<file path="config.mk">
export PLATFORM = sky130hd
export DESIGN_NAME = apb_slave_regbank
export DESIGN_NICKNAME = d
export VERILOG_FILES = /design/src/rtl/apb_slave_pkg.sv /design/src/rtl/apb_regbank_store.sv /design/src/rtl/apb_slave_regbank.sv
export SDC_FILE = /design/constraint.sdc
export NUM_CORES = 1
export LEC_CHECK = 0
export ABC_AREA = 1
export ABC_CLOCK_PERIOD_IN_PS = 16400
export CORE_MARGIN = 2
export CORE_UTILIZATION = 63
export DETAILED_ROUTE_END_ITERATION = 8
export GPL_ROUTABILITY_DRIVEN = 0
export PLACE_DENSITY = 0.86
export SYNTH_ARGS = -nofsm -noshare
export SYNTH_HDL_FRONTEND = slang
export SYNTH_SLANG_ARGS = --single-unit
</file>
<file path="constraint.sdc">
create_clock -name HCLK -period 16.4 [get_ports HCLK]
set_clock_uncertainty 0.05 [all_clocks]
set_input_delay 2.46 -clock HCLK [delete_from_list [all_inputs] [get_ports HCLK]]
set_output_delay 2.46 -clock HCLK [all_outputs]
set_load 0.01 [all_outputs]
</file>
<file path="src/rtl/apb_slave_pkg.sv">
// Shared types and constants for the APB register-bank completer.
package apb_slave_pkg;
  typedef enum logic {IDLE = 1'b0, ACCESS = 1'b1} state_e;

  localparam int REG_ID_IDX   = 0;
  localparam int REG_CNT_IDX  = 1;
  localparam int REG_CTRL_IDX = 2;
  localparam int WCNT_W       = 4;
endpackage

</file>
<file path="src/rtl/apb_regbank_store.sv">
// Register storage: RW array, transfer counter, byte-lane writes and read mux.
module apb_regbank_store
  import apb_slave_pkg::*;
#(
  parameter int DATAWIDTH = 32,
  parameter int NUM_REGS  = 8,
  parameter int IDXW      = 14,
  parameter logic [DATAWIDTH-1:0] ID_VALUE = 32'hA5B0_0001
) (
  input  logic                   clk_i,
  input  logic                   rst_i,
  input  logic                   we_i,
  input  logic                   inc_i,
  input  logic [IDXW-1:0]        idx_i,
  input  logic [DATAWIDTH-1:0]   wdata_i,
  input  logic [DATAWIDTH/8-1:0] strb_i,
  output logic [DATAWIDTH-1:0]   rdata_o,
  output logic [DATAWIDTH-1:0]   ctrl_o
);
  localparam int NB = DATAWIDTH / 8;

  // Slot k holds register index k+REG_CTRL_IDX; ID and XFER_CNT are not stored here.
  logic [DATAWIDTH-1:0] rw_q [NUM_REGS-2];
  logic [DATAWIDTH-1:0] cnt_q;

  always_ff @(posedge clk_i or posedge rst_i) begin
    if (rst_i) begin
      for (int i = 0; i < NUM_REGS - 2; i++) rw_q[i] <= '0;
      cnt_q <= '0;
    end else begin
      if (inc_i) cnt_q <= cnt_q + 1'b1;
      if (we_i) begin
        for (int i = 0; i < NUM_REGS - 2; i++) begin
          if (32'(idx_i) == 32'(i + REG_CTRL_IDX)) begin
            for (int b = 0; b < NB; b++)
              if (strb_i[b]) rw_q[i][8*b +: 8] <= wdata_i[8*b +: 8];
          end
        end
      end
    end
  end

  always_comb begin
    rdata_o = '0;
    if (32'(idx_i) == 32'(REG_ID_IDX))       rdata_o = ID_VALUE;
    else if (32'(idx_i) == 32'(REG_CNT_IDX)) rdata_o = cnt_q;
    else begin
      for (int i = 0; i < NUM_REGS - 2; i++)
        if (32'(idx_i) == 32'(i + REG_CTRL_IDX)) rdata_o = rw_q[i];
    end
  end

  assign ctrl_o = rw_q[REG_CTRL_IDX-2];
endmodule

</file>
<file path="src/rtl/apb_slave_regbank.sv">
// APB3 completer with a small register bank and fixed wait states.
// Optional byte strobes: define APB_PSTRB_EN to add the PSTRB port.
module apb_slave_regbank
  import apb_slave_pkg::*;
#(
  parameter int ADDRWIDTH   = 16,
  parameter int DATAWIDTH   = 32,
  parameter int NUM_REGS    = 8,
  parameter int WAIT_STATES = 1,
  parameter logic [DATAWIDTH-1:0] ID_VALUE = 32'hA5B0_0001
) (
  input  logic                   HCLK,
  input  logic                   HRESET,
  input  logic                   PCLKEN,
  input  logic                   PSEL,
  input  logic                   PENABLE,
  input  logic [ADDRWIDTH-1:0]   PADDR,
  input  logic                   PWRITE,
  input  logic [DATAWIDTH-1:0]   PWDATA,
`ifdef APB_PSTRB_EN
  input  logic [DATAWIDTH/8-1:0] PSTRB,
`endif
  output logic                   PREADY,
  output logic [DATAWIDTH-1:0]   PRDATA,
  output logic                   PSLVERR,
  output logic [DATAWIDTH-1:0]   REG_CTRL
);
  localparam int IDXW = ADDRWIDTH - 2;
  localparam int NB   = DATAWIDTH / 8;

  state_e                state_q;
  logic [WCNT_W-1:0]     cnt_q;
  logic [IDXW-1:0]       idx_q;
  logic                  wr_q;
  logic [DATAWIDTH-1:0]  wdata_q;
  logic [NB-1:0]         strb_q;
  logic                  ready, err, done, we;
  logic [DATAWIDTH-1:0]  rdata;
  logic                  unused_paddr;

  assign unused_paddr = ^PADDR[1:0];

  assign ready = (state_q == ACCESS) && (cnt_q == '0);
  assign err   = (32'(idx_q) >= 32'(NUM_REGS)) |
                 (wr_q & (32'(idx_q) <= 32'(REG_CNT_IDX)));
  assign done  = PCLKEN & ready & PSEL & PENABLE;
  assign we    = done & wr_q & ~err;

  always_ff @(posedge HCLK or posedge HRESET) begin
    if (HRESET) begin
      state_q <= IDLE;
      cnt_q   <= '0;
      idx_q   <= '0;
      wr_q    <= 1'b0;
      wdata_q <= '0;
      strb_q  <= '0;
    end else if (PCLKEN) begin
      case (state_q)
        IDLE: if (PSEL && !PENABLE) begin
          idx_q   <= PADDR[ADDRWIDTH-1:2];
          wr_q    <= PWRITE;
          wdata_q <= PWDATA;
`ifdef APB_PSTRB_EN
          strb_q  <= PSTRB;
`else
          strb_q  <= '1;
`endif
          cnt_q   <= WCNT_W'(WAIT_STATES);
          state_q <= ACCESS;
        end
        ACCESS: begin
          // Initiator abort takes priority over wait countdown and completion.
          if (!PSEL)               state_q <= IDLE;
          else if (cnt_q != '0)    cnt_q   <= cnt_q - 1'b1;
          else if (PENABLE)        state_q <= IDLE;
        end
        default: state_q <= IDLE;
      endcase
    end
  end

  apb_regbank_store #(
    .DATAWIDTH (DATAWIDTH),
    .NUM_REGS  (NUM_REGS),
    .IDXW      (IDXW),
    .ID_VALUE  (ID_VALUE)
  ) u_store (
    .clk_i   (HCLK),
    .rst_i   (HRESET),
    .we_i    (we),
    .inc_i   (done),
    .idx_i   (idx_q),
    .wdata_i (wdata_q),
    .strb_i  (strb_q),
    .rdata_o (rdata),
    .ctrl_o  (REG_CTRL)
  );

  assign PREADY  = ready;
  assign PSLVERR = ready & err;
  assign PRDATA  = (ready && !wr_q) ? rdata : '0;
endmodule
</file>
Word-level counts from Yosys, hierarchy flattened
Cells that the tools add are included.
{"block": "totals", "output_inout_bits": 66, "wordCells": 107, "register_bits": 277}
{"block": "classes", "n_addsub": 2, "bitwise": 10, "n_eq_ne": 10, "magnitude_cmp": 2, "n_mux": 18, "reduce_logical": 34}
{"operator": "$mux W32", "count": 9}
{"operator": "$reduce_and A3 Y1", "count": 25}
{"operator": "$eq A14 B3 Y1 const B", "count": 4}
{"operator": "$add A32 B1 Y32 const B", "count": 1}
{"operator": "$eq A14 B2 Y1 const B", "count": 2}
{"operator": "$eq A14 B1 Y1 const B", "count": 1}
{"operator": "$ge A14 B4 Y1 const B", "count": 1}
{"operator": "$le A14 B1 Y1 const B", "count": 1}
{"operator": "$logic_not A14 Y1", "count": 1}
{"operator": "$mux W4", "count": 3}
{"operator": "$pmux W4 S2", "count": 1}
{"operator": "$and A1 B1 Y1", "count": 7}
{"operator": "$logic_not A4 Y1", "count": 1}
{"operator": "$mux W1", "count": 4}
{"operator": "$ne A2 B2 Y1 const B", "count": 2}
{"operator": "$reduce_and A4 Y1", "count": 1}
{"operator": "$reduce_bool A4 Y1", "count": 1}
{"operator": "$sub A4 B1 Y4 const B", "count": 1}
{"operator": "$logic_and A1 B1 Y1", "count": 3}
{"operator": "$logic_not A1 Y1", "count": 2}
{"operator": "$ne A2 B1 Y1 const B", "count": 1}
{"operator": "$not A1 Y1", "count": 2}
{"operator": "$pmux W1 S2", "count": 1}
{"operator": "$or A1 B1 Y1", "count": 1}

Longest topological paths before layout
Gate-level depths: netlist of the first run.
{"block": "depth", "depth_word": 10, "mapped_depth": 16}

Hierarchy
A second synthesis of the first run with hierarchy kept.
{"block": "hier_totals", "cells_unflattened": 1750, "area_unflattened_um2": 13770.7}
{"module": "apb_regbank_store", "cells_each": 1415, "area_per_inst_um2": 11162.0, "instances": 1}
{"module": "apb_slave_regbank", "cells_each": 335, "area_per_inst_um2": 2608.8, "instances": 1}

Worst setup path before layout of the first run
Ideal clock, no wire load.
{"block": "synth_path", "kind": "register -> output", "startpoint": "reg idx_q[10]", "endpoint": "out PRDATA[13]", "required_ns": 13.890, "t_arrival_ns": 1.879, "path_buffers": 1, "slack_ns": 12.011, "stages_incl_launch_ff": 13, "path_cell_list": "dfrtp_1 nor2_1 nand3_2 nor2_2 nand2_1 nor2_2 buf_2 nand2_1 nand3_1 nand2_1 nand2_1 nand2_1 a21oi_1"}
{"block": "synth_between", "elab_chain_cells": 10}
{"item": "start: declaration", "line_no": "apb_slave_regbank.sv:33", "source": "logic [IDXW-1:0] idx_q;"}
{"item": "start signal: assignment", "line_no": "apb_slave_regbank.sv:60", "source": "idx_q <= PADDR[ADDRWIDTH-1:2];"}
{"item": "$eq A14 B2 Y1", "line_no": "apb_regbank_store.sv:49", "source": "if (32'(idx_i) == 32'(i + REG_CTRL_IDX)) rdata_o = rw_q[i];"}
{"item": "$mux W32 (6 in a row)", "line_no": "apb_regbank_store.sv:49"}
{"item": "$mux W32", "line_no": "apb_regbank_store.sv:46", "source": "else if (32'(idx_i) == 32'(REG_CNT_IDX)) rdata_o = cnt_q;"}
{"item": "$mux W32 (*)", "line_no": "apb_regbank_store.sv:45", "source": "if (32'(idx_i) == 32'(REG_ID_IDX)) rdata_o = ID_VALUE;"}
{"item": "$mux W32 (*)", "line_no": "apb_slave_regbank.sv:101", "source": "assign PRDATA = (ready && !wr_q) ? rdata : '0;"}
{"item": "end: declaration", "line_no": "apb_slave_regbank.sv:24", "source": "output logic [DATAWIDTH-1:0] PRDATA,"}
Mark *: on every way between the ends. The rest lies on a longest branch, timed or not.

Worst setup path after layout of the first run
{"block": "layout_path", "startpoint": "reg idx_q[12]", "endpoint": "out PRDATA[6]"}
The elaborated chain is that of the path after synthesis.

==> results_dict.tcl, run 1 <==
set metrics [dict create \
    detailed_router_s_first_iteration_violation_count 1260 \
    slew_headroom_pct 17.8 \
    clock_power_share_pct 40.9 \
    synth_ff_type "sky130_fd_sc_hd__dfrtp_1" \
    routed_wl_um 36800 \
    final-seq-area_mm2 0.00693 \
    globalRouteMet3Util_pct 4.09 \
    final.min_clock_period_ps 6550 \
    fin_setup_tns_ps 0 \
    drc_errors 0 \
    p_int_mw 1.17 \
    power_density_mw_per_mm2 104 \
    async_flop_share_pct 100 \
    final.fill_count 1516 \
    ys_warn_count 0 \
    path_buf_inv 2 \
    layout-drive-gt1-share_pct 7.24 \
    multi_input_comb_area_mm2 0.00556 \
    nets 1776 \
    maximum_number_of_pins_on_one_net_before_global_route_repair 133 \
    grt_pass1_vias 11694 \
    p_leak_nw 7.21 \
    power_frac_seq_pct 47.8 \
    route.detailed.vias_per_inst 5.96 \
    root_buffer "sky130_fd_sc_hd__clkbuf_16" \
    critPathKind "reg -> out" \
    drt_pass1_iterations 6 \
    post_synth_instance_area_mm2 0.0135 \
    holdCritPathClass "reg -> reg" \
    tritoncts "built" \
    antenna_violations_before_repair 0 \
    use_met1_pct 41.7 \
    cts.sinks 277 \
    r2r_cells 15 \
    antenna_left 0 \
    groute.usage.overall_pct 33.6 \
    setup-violations-final 0 \
    gr-max-usage-layer "met2" \
    r2r-start "cnt_q[1]" \
    layout_worst_path_cycle_share_pct 39.9 \
    core_mm2 0.0210 \
    post_cts_resized 0 \
    synth-seq-area-share_pct 51.4 \
    rsz0062_at_grt "false" \
    fp-row-count 53 \
    clock_insertion_delay_worst_skew_ps 540 \
    proportion_of_power_drawn_by_combinational_gates_pct 11.2 \
    die_width_um 150 \
    synth_edf_count 0 \
    cts-htree-levels 1 \
    timing.critical_path.to_type "output pin" \
    detailroute.via_count 12000 \
    max_cap_violations 0 \
    worst_hold_path.num_cells 2 \
    clkTransAtPathRegs_ps 60 \
    critPathMostFrequentCell "sky130_fd_sc_hd__nor2_1" \
    synth_cells 1674 \
    cpPeakStageDelay_ps 760 \
    cts_max_path_buffers 3 \
    power.total_mw 1.60 \
    cp_data_arrival_time_ps 4040 \
    timing.critical_path.cells "nor2_1 > nand2_1 > nor2_2 > nand3_1 > nor2_4 > inv_2 > nor2_1 > nor2_1 > nand2_1 > a21oi_1 > clkdlybuf4s50_1" \
    n_antenna_cell 0 \
    tightest_slew_ps 1230 \
    switchingPower_mw 0.436 \
    port_buffers 117 \
    critPathMaxFanout 28 \
    p_sw_share_pct 27.2 \
    post_cts_buffers 0 \
    initial_utilization_pct 64.1 \
    cts_hold_buf 0 \
    max_slew_violation_count 0 \
    numCtsBuffers 28 \
    fin_hold_ws_ps 429 \
    vdd_ir_drop_max_mv 0.0871 \
    global_route_wire_length_before_repair_um 59200 \
    place.detailed.hpwl_um 23600 \
    floorplan.die_area_mm2 0.0226 \
    final_hold_violations 0 \
    achievable_frequency_ghz 0.153 \
    delay_heaviest_family_cp "simple AND/OR/NAND/NOR gates" \
    yosys_register_bits 277 \
    startpoint_of_the_tightest_hold_check_path "idx_q[9]" \
    globalRoute.totalOverflow 0 \
    groute.layer.met2.usage_pct 56.1 \
    r2r_slack_ps 12500 \
    min_to "idx_q[9]" \
    io_pins 120 \
    r2r-end "u_store.ctrl_o[6]" \
    layout-area-overhead-vs-synth_pct 14.4 \
    mean_syn_cell_area_um2 8.05 \
    post_drt_wl_per_cell_um 18.3 \
    status "completed" \
    synth.lib_cells_used.distinct 37 \
    cp.required_ps 13890 \
    timing.critical_path.from_type "flop" \
    synth_nets 1730 \
    slowest_stage "sky130_fd_sc_hd__nor2_4" \
    fp.dieH_um 150 \
]
## layout make-up
cell class	count	share of cell area, %
sequential	277	45.0
multi-input combinational	1190	36.1
timing repair buffer	130	8.23
clock buffer	42	5.61
inverter	93	2.31
tap	275	2.23
clock inverter	8	0.585
## power by group through the flow
| stage | combinational (mW) | sequential (mW) | clock, mW |
|---|---|---|---|
| floorplan | 0.116 | 0.766 | 0 |
| global placement | 0.171 | 0.774 | 0 |
| detailed placement | 0.177 | 0.777 | 0 |
| CTS | 0.180 | 0.765 | 0.657 |
| global route | 0.200 | 0.771 | 0.685 |
| finish | 0.180 | 0.767 | 0.656 |
## flip-flops by register name, summed over array words and instances (netlist names)
name and flops:
cnt_q 4, idx_q 14, state_q 1, strb_q 1, u_store.cnt_q 32, u_store.ctrl_o 32
u_store.rw_q 160, wdata_q 32, wr_q 1
## cell usage after synthesis (3+ instances only)
library cell / instances / area [um^2]
sky130_fd_sc_hd__nand2_1: 544 / 2040
sky130_fd_sc_hd__dfrtp_1: 277 / 6930
sky130_fd_sc_hd__o21ai_0: 174 / 871
sky130_fd_sc_hd__nor2_1: 146 / 548
sky130_fd_sc_hd__inv_1: 88 / 330
sky130_fd_sc_hd__a21oi_1: 71 / 355
sky130_fd_sc_hd__o21ai_1: 61 / 305
sky130_fd_sc_hd__nand3_1: 47 / 235
sky130_fd_sc_hd__clkbuf_1: 46 / 173
sky130_fd_sc_hd__buf_4: 38 / 285
sky130_fd_sc_hd__o21ai_2: 32 / 280
sky130_fd_sc_hd__nand4_1: 31 / 194
sky130_fd_sc_hd__buf_2: 22 / 110
sky130_fd_sc_hd__xor2_1: 18 / 158
sky130_fd_sc_hd__nor3_1: 13 / 65.1
sky130_fd_sc_hd__nor2_2: 12 / 75.1
sky130_fd_sc_hd__xnor2_1: 10 / 87.6
sky130_fd_sc_hd__buf_6: 7 / 78.8
sky130_fd_sc_hd__nor4_1: 6 / 37.5
sky130_fd_sc_hd__inv_2: 3 / 11.3
sky130_fd_sc_hd__nand3_4: 3 / 52.6
sky130_fd_sc_hd__nor3_2: 3 / 30.0
sky130_fd_sc_hd__or2_2: 3 / 18.8
## worst reg2reg max path, cell delays in order (launching register included)
cell and delay [ps]:
sky130_fd_sc_hd__dfrtp_1 380, sky130_fd_sc_hd__inv_1 90, sky130_fd_sc_hd__ha_1 150, sky130_fd_sc_hd__inv_1 60
sky130_fd_sc_hd__nor3_2 110, sky130_fd_sc_hd__nand2_1 80, sky130_fd_sc_hd__inv_2 130, sky130_fd_sc_hd__nand3_2 330
sky130_fd_sc_hd__clkinv_1 560, sky130_fd_sc_hd__nand3_1 150, sky130_fd_sc_hd__or2_2 300, sky130_fd_sc_hd__buf_4 320
sky130_fd_sc_hd__nor2_2 530, sky130_fd_sc_hd__buf_4 390, sky130_fd_sc_hd__nand2_1 110, sky130_fd_sc_hd__nand2_1 90
## layer usage
metal | share of wire [%] | up-vias
met4 | 7.2 | 0
met1 | 37 | 5727
met5 | 0 | -
met2 | 49 | 622
li1 | - | 5484
met3 | 7.2 | 167
## worst max-delay path by stage
stage                     cells past startpoint                 to  slack [ps]       from
final                                        11          PRDATA[6]        9850  idx_q[12]
after global routing                         11          PRDATA[6]        9610   cnt_q[1]
after CTS                                    11         PRDATA[15]        9890   cnt_q[0]
after detailed placement                     12  u_store.ctrl_o[6]       10460     PCLKEN
after global placement                       12  u_store.rw_q[151]       10570     PCLKEN
after floorplan                               1           cnt_q[0]        6250     HRESET
## cell usage in the layout, fill, tap and decap left out, types with 2 or more instances in the layout
cell type                         Yosys  final
sky130_fd_sc_hd__nor2_2              12     10
sky130_fd_sc_hd__xnor2_1             10     10
sky130_fd_sc_hd__a21oi_1             71     71
sky130_fd_sc_hd__clkbuf_8             0      9
sky130_fd_sc_hd__nor4_1               6      6
sky130_fd_sc_hd__dfrtp_1            277    277
sky130_fd_sc_hd__nand4_1             31     31
sky130_fd_sc_hd__nand3_4              3      3
sky130_fd_sc_hd__clkbuf_16            0     29
sky130_fd_sc_hd__inv_2                3      4
sky130_fd_sc_hd__nand3_2              2      2
sky130_fd_sc_hd__nor3_1              13     13
sky130_fd_sc_hd__nor3_2               3      3
sky130_fd_sc_hd__clkinv_1             2      2
sky130_fd_sc_hd__clkdlybuf4s50_1      0    117
sky130_fd_sc_hd__clkinv_2             0      6
sky130_fd_sc_hd__buf_4               38     13
sky130_fd_sc_hd__nor2_1             146    146
sky130_fd_sc_hd__nand3_1             47     47
sky130_fd_sc_hd__ha_1                 2      2
sky130_fd_sc_hd__o21ai_1             61     61
sky130_fd_sc_hd__inv_1               88     86
sky130_fd_sc_hd__xor2_1              18     18
sky130_fd_sc_hd__nand3b_1             2      2
sky130_fd_sc_hd__o21ai_2             32     32
sky130_fd_sc_hd__nand2_1            544    544
sky130_fd_sc_hd__nor2_4               0      2
sky130_fd_sc_hd__nor4_4               2      2
sky130_fd_sc_hd__o21ai_0            174    174
sky130_fd_sc_hd__or2_2                3      4
sky130_fd_sc_hd__bufinv_16            0      2
sky130_fd_sc_hd__clkbuf_1            46      4
## through the flow
stage / util [%] / cells / instance area [um^2] / setup slack, ps
after floorplan: - / 1674 / 13500 / 6250
after CTS: 73.3 / 2015 / 15400 / 9890
final: 73.3 / 2015 / 15400 / 9850
after global routing: 73.3 / 2015 / 15400 / 9610
after detailed placement: 68.8 / 1965 / 14500 / 10460
after global placement: 68.8 / 1965 / 14500 / 10570
## kinds of logic (layout without fill, tap and decap cells)
| group | Yosys count | after routing | share of synthesized area [%] |
|---|---|---|---|
| buffers and inverters | 207 | 273 | 7.42 |
| xor gates and xnor gates | 28 | 28 | 1.82 |
| AOI/OAI and AO/OA | 342 | 342 | 13.7 |
| adders and majority gates | 2 | 2 | 0.186 |
| and+or+nand+nor | 818 | 818 | 25.4 |
| DFF | 277 | 277 | 51.4 |
Note: power is estimated with default switching activity, not from simulation.
==> run 2: changes to the inputs <==
--- a/config.mk
+++ b/config.mk
@@ -6,12 +6,12 @@
 export NUM_CORES = 1
 export LEC_CHECK = 0
 export ABC_AREA = 1
-export ABC_CLOCK_PERIOD_IN_PS = 16400
+export ABC_CLOCK_PERIOD_IN_PS = 6600
 export CORE_MARGIN = 2
-export CORE_UTILIZATION = 63
+export CORE_UTILIZATION = 58
 export DETAILED_ROUTE_END_ITERATION = 8
 export GPL_ROUTABILITY_DRIVEN = 0
-export PLACE_DENSITY = 0.86
+export PLACE_DENSITY = 0.8
 export SYNTH_ARGS = -nofsm -noshare
 export SYNTH_HDL_FRONTEND = slang
 export SYNTH_SLANG_ARGS = --single-unit
==> constraint.sdc (replaced) <==
create_clock -name HCLK -period 6.6 [get_ports HCLK]
set_clock_uncertainty 0.05 [all_clocks]
set_input_delay 0.99 -clock HCLK [delete_from_list [all_inputs] [get_ports HCLK]]
set_output_delay 0.99 -clock HCLK [all_outputs]
set_load 0.01 [all_outputs]
==> run 2 against run 1 <==
Effect of this change: clock power rose by 140%; flip-flop and latch count stayed put; total power is 150% higher; global-route usage decreased by 2.8 points; clock-buffer cell count up 2; first-iteration DRC count fell by 12%.
==> results_dict.tcl, run 2 (synthesis results as in run 1) <==
set metrics [dict create \
    fp.dieH_um 156 \
    antenna_violations_before_repair 0 \
    power_density_mw_per_mm2 256 \
    layout-drive-gt1-share_pct 7.23 \
    placed_standard_cell_area_mm2 0.0145 \
    achievable_frequency_ghz 0.193 \
    grt_pass1_vias 11484 \
    floorplan.die_area_mm2 0.0245 \
    final_hold_violations 0 \
    nets 1777 \
    critPathMaxFanout 23 \
    critPathKind "reg -> out" \
    rsz0062_at_grt "false" \
    io_pins 120 \
    maximum_number_of_pins_on_one_net_before_global_route_repair 159 \
    layout.cells.most_common "sky130_fd_sc_hd__nand2_1" \
    r2r_slack_ps 2090 \
    critPathMostFrequentCell "sky130_fd_sc_hd__nand2_1" \
    initial_utilization_pct 59.3 \
    core_mm2 0.0227 \
    cts.sinks 277 \
    antenna_left 0 \
    final.min_clock_period_ps 5180 \
    globalRoute.totalOverflow 0 \
    die_width_um 156 \
    cts_hold_buf 0 \
    final_cell_mix "544 x sky130_fd_sc_hd__nand2_1, 277 x sky130_fd_sc_hd__dfrtp_1, 174 x sky130_fd_sc_hd__o21ai_0" \
    max_slew_violation_count 0 \
    layout_worst_path_cycle_share_pct 78.4 \
    p_leak_nw 7.20 \
    timing.critical_path.from_type "flop" \
    holdCritPathClass "reg -> reg" \
    top_register "u_store.rw_q" \
    clock_insertion_delay_worst_skew_ps 540 \
    status "completed" \
    cp_data_arrival_time_ps 4140 \
    route.detailed.vias_per_inst 5.76 \
    cts-htree-levels 1 \
    design_area_mm2 0.0154 \
    r2r-start "idx_q[10]" \
    r2r_cells 10 \
    path_buf_inv 1 \
    slowest_stage "sky130_fd_sc_hd__nor2_2" \
    total_number_of_cells_along_the_worst_setup_path 12 \
    tightest_slew_ps 1260 \
    setup-violations-final 0 \
    post_cts_resized 0 \
    finalNonFillerCells 2027 \
    n_antenna_cell 0 \
    groute.usage.overall_pct 30.8 \
    worstSetupEndpoint "PRDATA[15]" \
    port_buffers 117 \
    cell_count_after_placement 1976 \
    max_cap_violations 0 \
    number_of_flip_flops_in_the_largest_register 160 \
    drt_pass1_iterations 6 \
    detailroute.via_count 11669 \
    root_buffer "sky130_fd_sc_hd__clkbuf_16" \
    timing.critical_path.cells "nor2_1 > nand3_2 > nor2_2 > nand2_1 > nor2_2 > nand2_1 > nand3_1 > nand2_1 > nand2_1 > nand2_1 > a21oi_1 > clkdlybuf4s50_1" \
    delay_heaviest_family_cp "simple AND/OR/NAND/NOR gates" \
    routed_wl_um 36700 \
    cpPeakStageDelay_ps 970 \
    cts_max_path_buffers 3 \
    clkTransAtPathRegs_ps 60 \
    numCtsBuffers 28 \
    tritoncts "built" \
    cp.required_ps 5560 \
    vdd_ir_drop_max_mv 0.174 \
    layout-area-overhead-vs-synth_pct 14.4 \
    timing.critical_path.to_type "output pin" \
    crit_path_launch "idx_q[10]" \
    global_route_wire_length_before_repair_um 59300 \
    detailed_router_s_first_iteration_violation_count 1107 \
    fp-row-count 55 \
    fin_setup_tns_ps 0 \
    r2r-end "u_store.rw_q[133]" \
    power.total_mw 3.94 \
    final_core_utilization_pct 67.9 \
    drc_errors 0 \
    post_cts_buffers 0 \
    slew_headroom_pct 15.6 \
    place.detailed.hpwl_um 24000 \
    post_drt_wl_per_cell_um 18.1 \
]
==> run 2: changes by cell type in the layout (fill, tap and decap cells not counted) <==
cell,previous run,this run
sky130_fd_sc_hd__clkbuf_1,4,6
sky130_fd_sc_hd__bufinv_16,2,1
sky130_fd_sc_hd__nor2_2,10,11
sky130_fd_sc_hd__clkinv_2,6,5
sky130_fd_sc_hd__clkinvlp_4,0,2
sky130_fd_sc_hd__buf_12,0,1
sky130_fd_sc_hd__inv_8,1,0
sky130_fd_sc_hd__nor2_4,2,1
==> run 2: where the power goes <==
| group | switching (mW) | internal, mW | total [mW] |
|---|---|---|---|
| Combinational | 0.322 | 0.120 | 0.442 |
| Sequential | 0.0989 | 1.81 | 1.90 |
| Clock | 0.654 | 0.941 | 1.59 |
| Total | 1.08 | 2.87 | 3.94 |
==> run 2: final cells by class <==
| class | count | area [um^2] |
|---|---|---|
| clock buffers | 44 | 872 |
| clock inverters | 7 | 62.6 |
| fillers | 1813 | 7290 |
| inverters | 93 | 353 |
| multi-input cells | 1190 | 5550 |
| flip-flops and latches | 277 | 6930 |
| well taps | 285 | 357 |
| repair buffers | 131 | 1290 |
==> run 2: worst reg2reg max path: stages (launching register included) <==
cell,delay [ps]
sky130_fd_sc_hd__dfrtp_1,380
sky130_fd_sc_hd__nor2_1,200
sky130_fd_sc_hd__nand3_2,250
sky130_fd_sc_hd__nor2_2,250
sky130_fd_sc_hd__nand2_1,190
sky130_fd_sc_hd__nor2_2,970
sky130_fd_sc_hd__inv_1,910
sky130_fd_sc_hd__nor2_2,620
sky130_fd_sc_hd__buf_4,410
sky130_fd_sc_hd__nand2_1,140
sky130_fd_sc_hd__nand2_1,90
==> run 2: metrics by stage <==
stage	setup slack, ps	hold WS [ps]
finish	1420	433
global route	1180	452
CTS	1430	432
detailed placement	2020	416
global placement	2050	413
floorplan	1890	400
==> run 2: worst min path at each step <==
stage	endpoint	startpoint	slack [ps]	cells past startpoint
2_1_floorplan	idx_q[10]	idx_q[10]	400	2
3_3_place_gp	idx_q[8]	idx_q[8]	410	2
5_1_grt	u_store.rw_q[77]	u_store.rw_q[77]	450	2
4_1_cts	idx_q[11]	idx_q[11]	430	2
6_report	idx_q[9]	idx_q[9]	430	2
3_5_place_dp	idx_q[11]	idx_q[11]	420	2
==> run 2: routing by layer <==
metal	up-vias	global-route usage [%]	share of wire [%]
li1	5482	-	-
met1	5556	38.6	39
met2	509	52.5	50
met3	122	3.41	5.8
met4	0	17.2	5.9
met5	-	0	0
==> run 3: changes to the inputs <==
--- a/config.mk
+++ b/config.mk
@@ -6,12 +6,12 @@
 export NUM_CORES = 1
 export LEC_CHECK = 0
 export ABC_AREA = 1
-export ABC_CLOCK_PERIOD_IN_PS = 6600
+export ABC_CLOCK_PERIOD_IN_PS = 4700
 export CORE_MARGIN = 2
-export CORE_UTILIZATION = 58
+export CORE_UTILIZATION = 52
 export DETAILED_ROUTE_END_ITERATION = 8
 export GPL_ROUTABILITY_DRIVEN = 0
-export PLACE_DENSITY = 0.8
+export PLACE_DENSITY = 0.76
 export SYNTH_ARGS = -nofsm -noshare
 export SYNTH_HDL_FRONTEND = slang
 export SYNTH_SLANG_ARGS = --single-unit
==> constraint.sdc (replaced) <==
create_clock -name HCLK -period 4.7 [get_ports HCLK]
set_clock_uncertainty 0.05 [all_clocks]
set_input_delay 0.705 -clock HCLK [delete_from_list [all_inputs] [get_ports HCLK]]
set_output_delay 0.705 -clock HCLK [all_outputs]
set_load 0.01 [all_outputs]
==> run 3 against run 2 <==
Effect of this change: die area up 11%; flip-flop and latch count unchanged; clock power up 37%; via count down 0.87%; register-to-register slack worse by 550 ps; critical path type unchanged; design area up 0.77%; core utilization down 6.5 points.
==> results_dict.tcl, run 3 (synthesis results as in run 1) <==
set metrics [dict create \
    cp_data_arrival_time_ps 3630 \
    worst_slack_ps 316 \
    vdd_ir_drop_max_mv 0.256 \
    antenna_left 0 \
    tightest_slew_ps 1100 \
    setup-violations-final 0 \
    route.detailed.vias_per_inst 5.56 \
    nets 1788 \
    max_cap_violations 0 \
    final.min_clock_period_ps 4380 \
    tritoncts "built" \
    n_antenna_cell 0 \
    path_buf_inv 2 \
    layout.cells.most_common "sky130_fd_sc_hd__nand2_1" \
    initial_utilization_pct 53.2 \
    delay_heaviest_family_cp "simple AND/OR/NAND/NOR gates" \
    fp.dieH_um 165 \
    numCtsBuffers 29 \
    final.fill_count 2243 \
    layout-area-overhead-vs-synth_pct 15.3 \
    port_buffers 117 \
    routed_wl_um 36300 \
    maximum_number_of_pins_on_one_net_before_global_route_repair 190 \
    layout_worst_path_cycle_share_pct 93.3 \
    floorplan.die_area_mm2 0.0272 \
    rsz0062_at_grt "false" \
    achievable_frequency_ghz 0.228 \
    grt_pass1_vias 11224 \
    p_leak_nw 7.25 \
    layout-drive-gt1-share_pct 7.76 \
    io_pins 120 \
    slowest_stage "sky130_fd_sc_hd__clkdlybuf4s50_1" \
    slew_headroom_pct 26.8 \
    clock_insertion_delay_worst_skew_ps 560 \
    holdCritPathClass "reg -> reg" \
    critPathKind "reg -> out" \
    post_cts_buffers 0 \
    post-place-ws_ps 684 \
    timing.critical_path.from_type "flop" \
    top_register "u_store.rw_q" \
    antenna_violations_before_repair 0 \
    final_cell_mix "544 x sky130_fd_sc_hd__nand2_1, 277 x sky130_fd_sc_hd__dfrtp_1, 174 x sky130_fd_sc_hd__o21ai_0" \
    crit_path_launch "idx_q[10]" \
    clkTransAtPathRegs_ps 60 \
    place.detailed.hpwl_um 24400 \
    cts.sinks 277 \
    globalRoute.totalOverflow 0 \
    core_mm2 0.0253 \
    root_buffer "sky130_fd_sc_hd__clkbuf_16" \
    cpPeakStageDelay_ps 560 \
    startpoint_of_the_tightest_hold_check_path "u_store.rw_q[84]" \
    detailroute.via_count 11567 \
    drc_errors 0 \
    drt_pass1_iterations 8 \
    status "completed" \
    fp-row-count 58 \
    timing.critical_path.cells "nor2_1 > nand3_2 > nor2_2 > nand2_1 > nor2_4 > buf_4 > nand2_1 > nand3_1 > nand2_1 > nand2_1 > nand2_1 > a21oi_1 > clkdlybuf4s50_1" \
    die_width_um 165 \
    detailed_router_s_first_iteration_violation_count 952 \
    post_drt_wl_per_cell_um 17.4 \
    groute.usage.overall_pct 27.3 \
    timing.critical_path.to_type "output pin" \
    fin_hold_ws_ps 433 \
    cts_max_path_buffers 3 \
    number_of_flip_flops_in_the_largest_register 160 \
    power_density_mw_per_mm2 352 \
    critPathMaxFanout 13 \
    power.total_mw 5.47 \
    fin_setup_tns_ps 0 \
    global_route_wire_length_before_repair_um 58200 \
    final_hold_violations 0 \
    r2r-start "cnt_q[0]" \
    cts-htree-levels 1 \
    max_slew_violation_count 0 \
    critPathMostFrequentCell "sky130_fd_sc_hd__nand2_1" \
    cp.required_ps 3940 \
]
[run 3: cell type report]
class | count | area (um^2) | area share [%]
clock buffers | 42 | 845 | 5.44
clock inverters | 9 | 52.6 | 0.338
inverters | 93 | 353 | 2.27
multi-input cells | 1190 | 5550 | 35.7
flip-flops and latches | 277 | 6930 | 44.6
well taps | 330 | 413 | 2.66
repair buffers | 141 | 1390 | 8.94
[run 3: worst paths after layout]
kind	endpoint	cells past startpoint	slack [ps]
hold reg to reg	u_store.rw_q[84]	2	430
setup / recovery	PRDATA[9]	13	320
min in group asynchronous	wdata_q[12]	3	590
setup reg to reg	u_store.rw_q[71]	12	1540
hold / removal	u_store.rw_q[84]	2	430
max in group asynchronous	u_store.rw_q[29]	3	3050
[run 3: per-stage QoR]
stage          instance area [um^2]  std cells  util, %
2_1_floorplan                 13500       1674        -
3_3_place_gp                  14600       2031     57.8
3_5_place_dp                  14600       2031     57.8
4_1_cts                       15500       2082     61.3
5_1_grt                       15500       2082     61.3
6_report                      15500       2082     61.3
[run 3: where the power goes]
| group | internal (mW) | leakage (nW) | switching [mW] |
|---|---|---|---|
| combinational | 0.173 | 3.06 | 0.448 |
| clock | 1.24 | 0.451 | 0.942 |
| sequential | 2.54 | 3.74 | 0.136 |
| total | 3.95 | 7.25 | 1.53 |
[run 3: repair_timing]
item | CTS | global route
resized for setup | 0 | 1
setup endpoints to repair | 0 | 7
hold buffers | 0 | 0
[run 3: per-layer routing]
layer / track usage, % / vias up / wire length, um / share of wire, %
met3: 3.01 / 101 / 1860 / 5.1
met5: 0 / - / 0 / 0
met4: 13.2 / 0 / 1800 / 5.0
met1: 34.9 / 5562 / 14900 / 41
met2: 46.4 / 395 / 17700 / 49
li1: - / 5509 / - / -
[run 3: worst register-to-register path, delay by kind of cell, from the launching register on]
family / cells / cell delay, ps
simple gates: 6 / 1670
buf+inv: 4 / 720
flops: 1 / 380
fa+ha+maj: 1 / 150
compound gates: 1 / 60
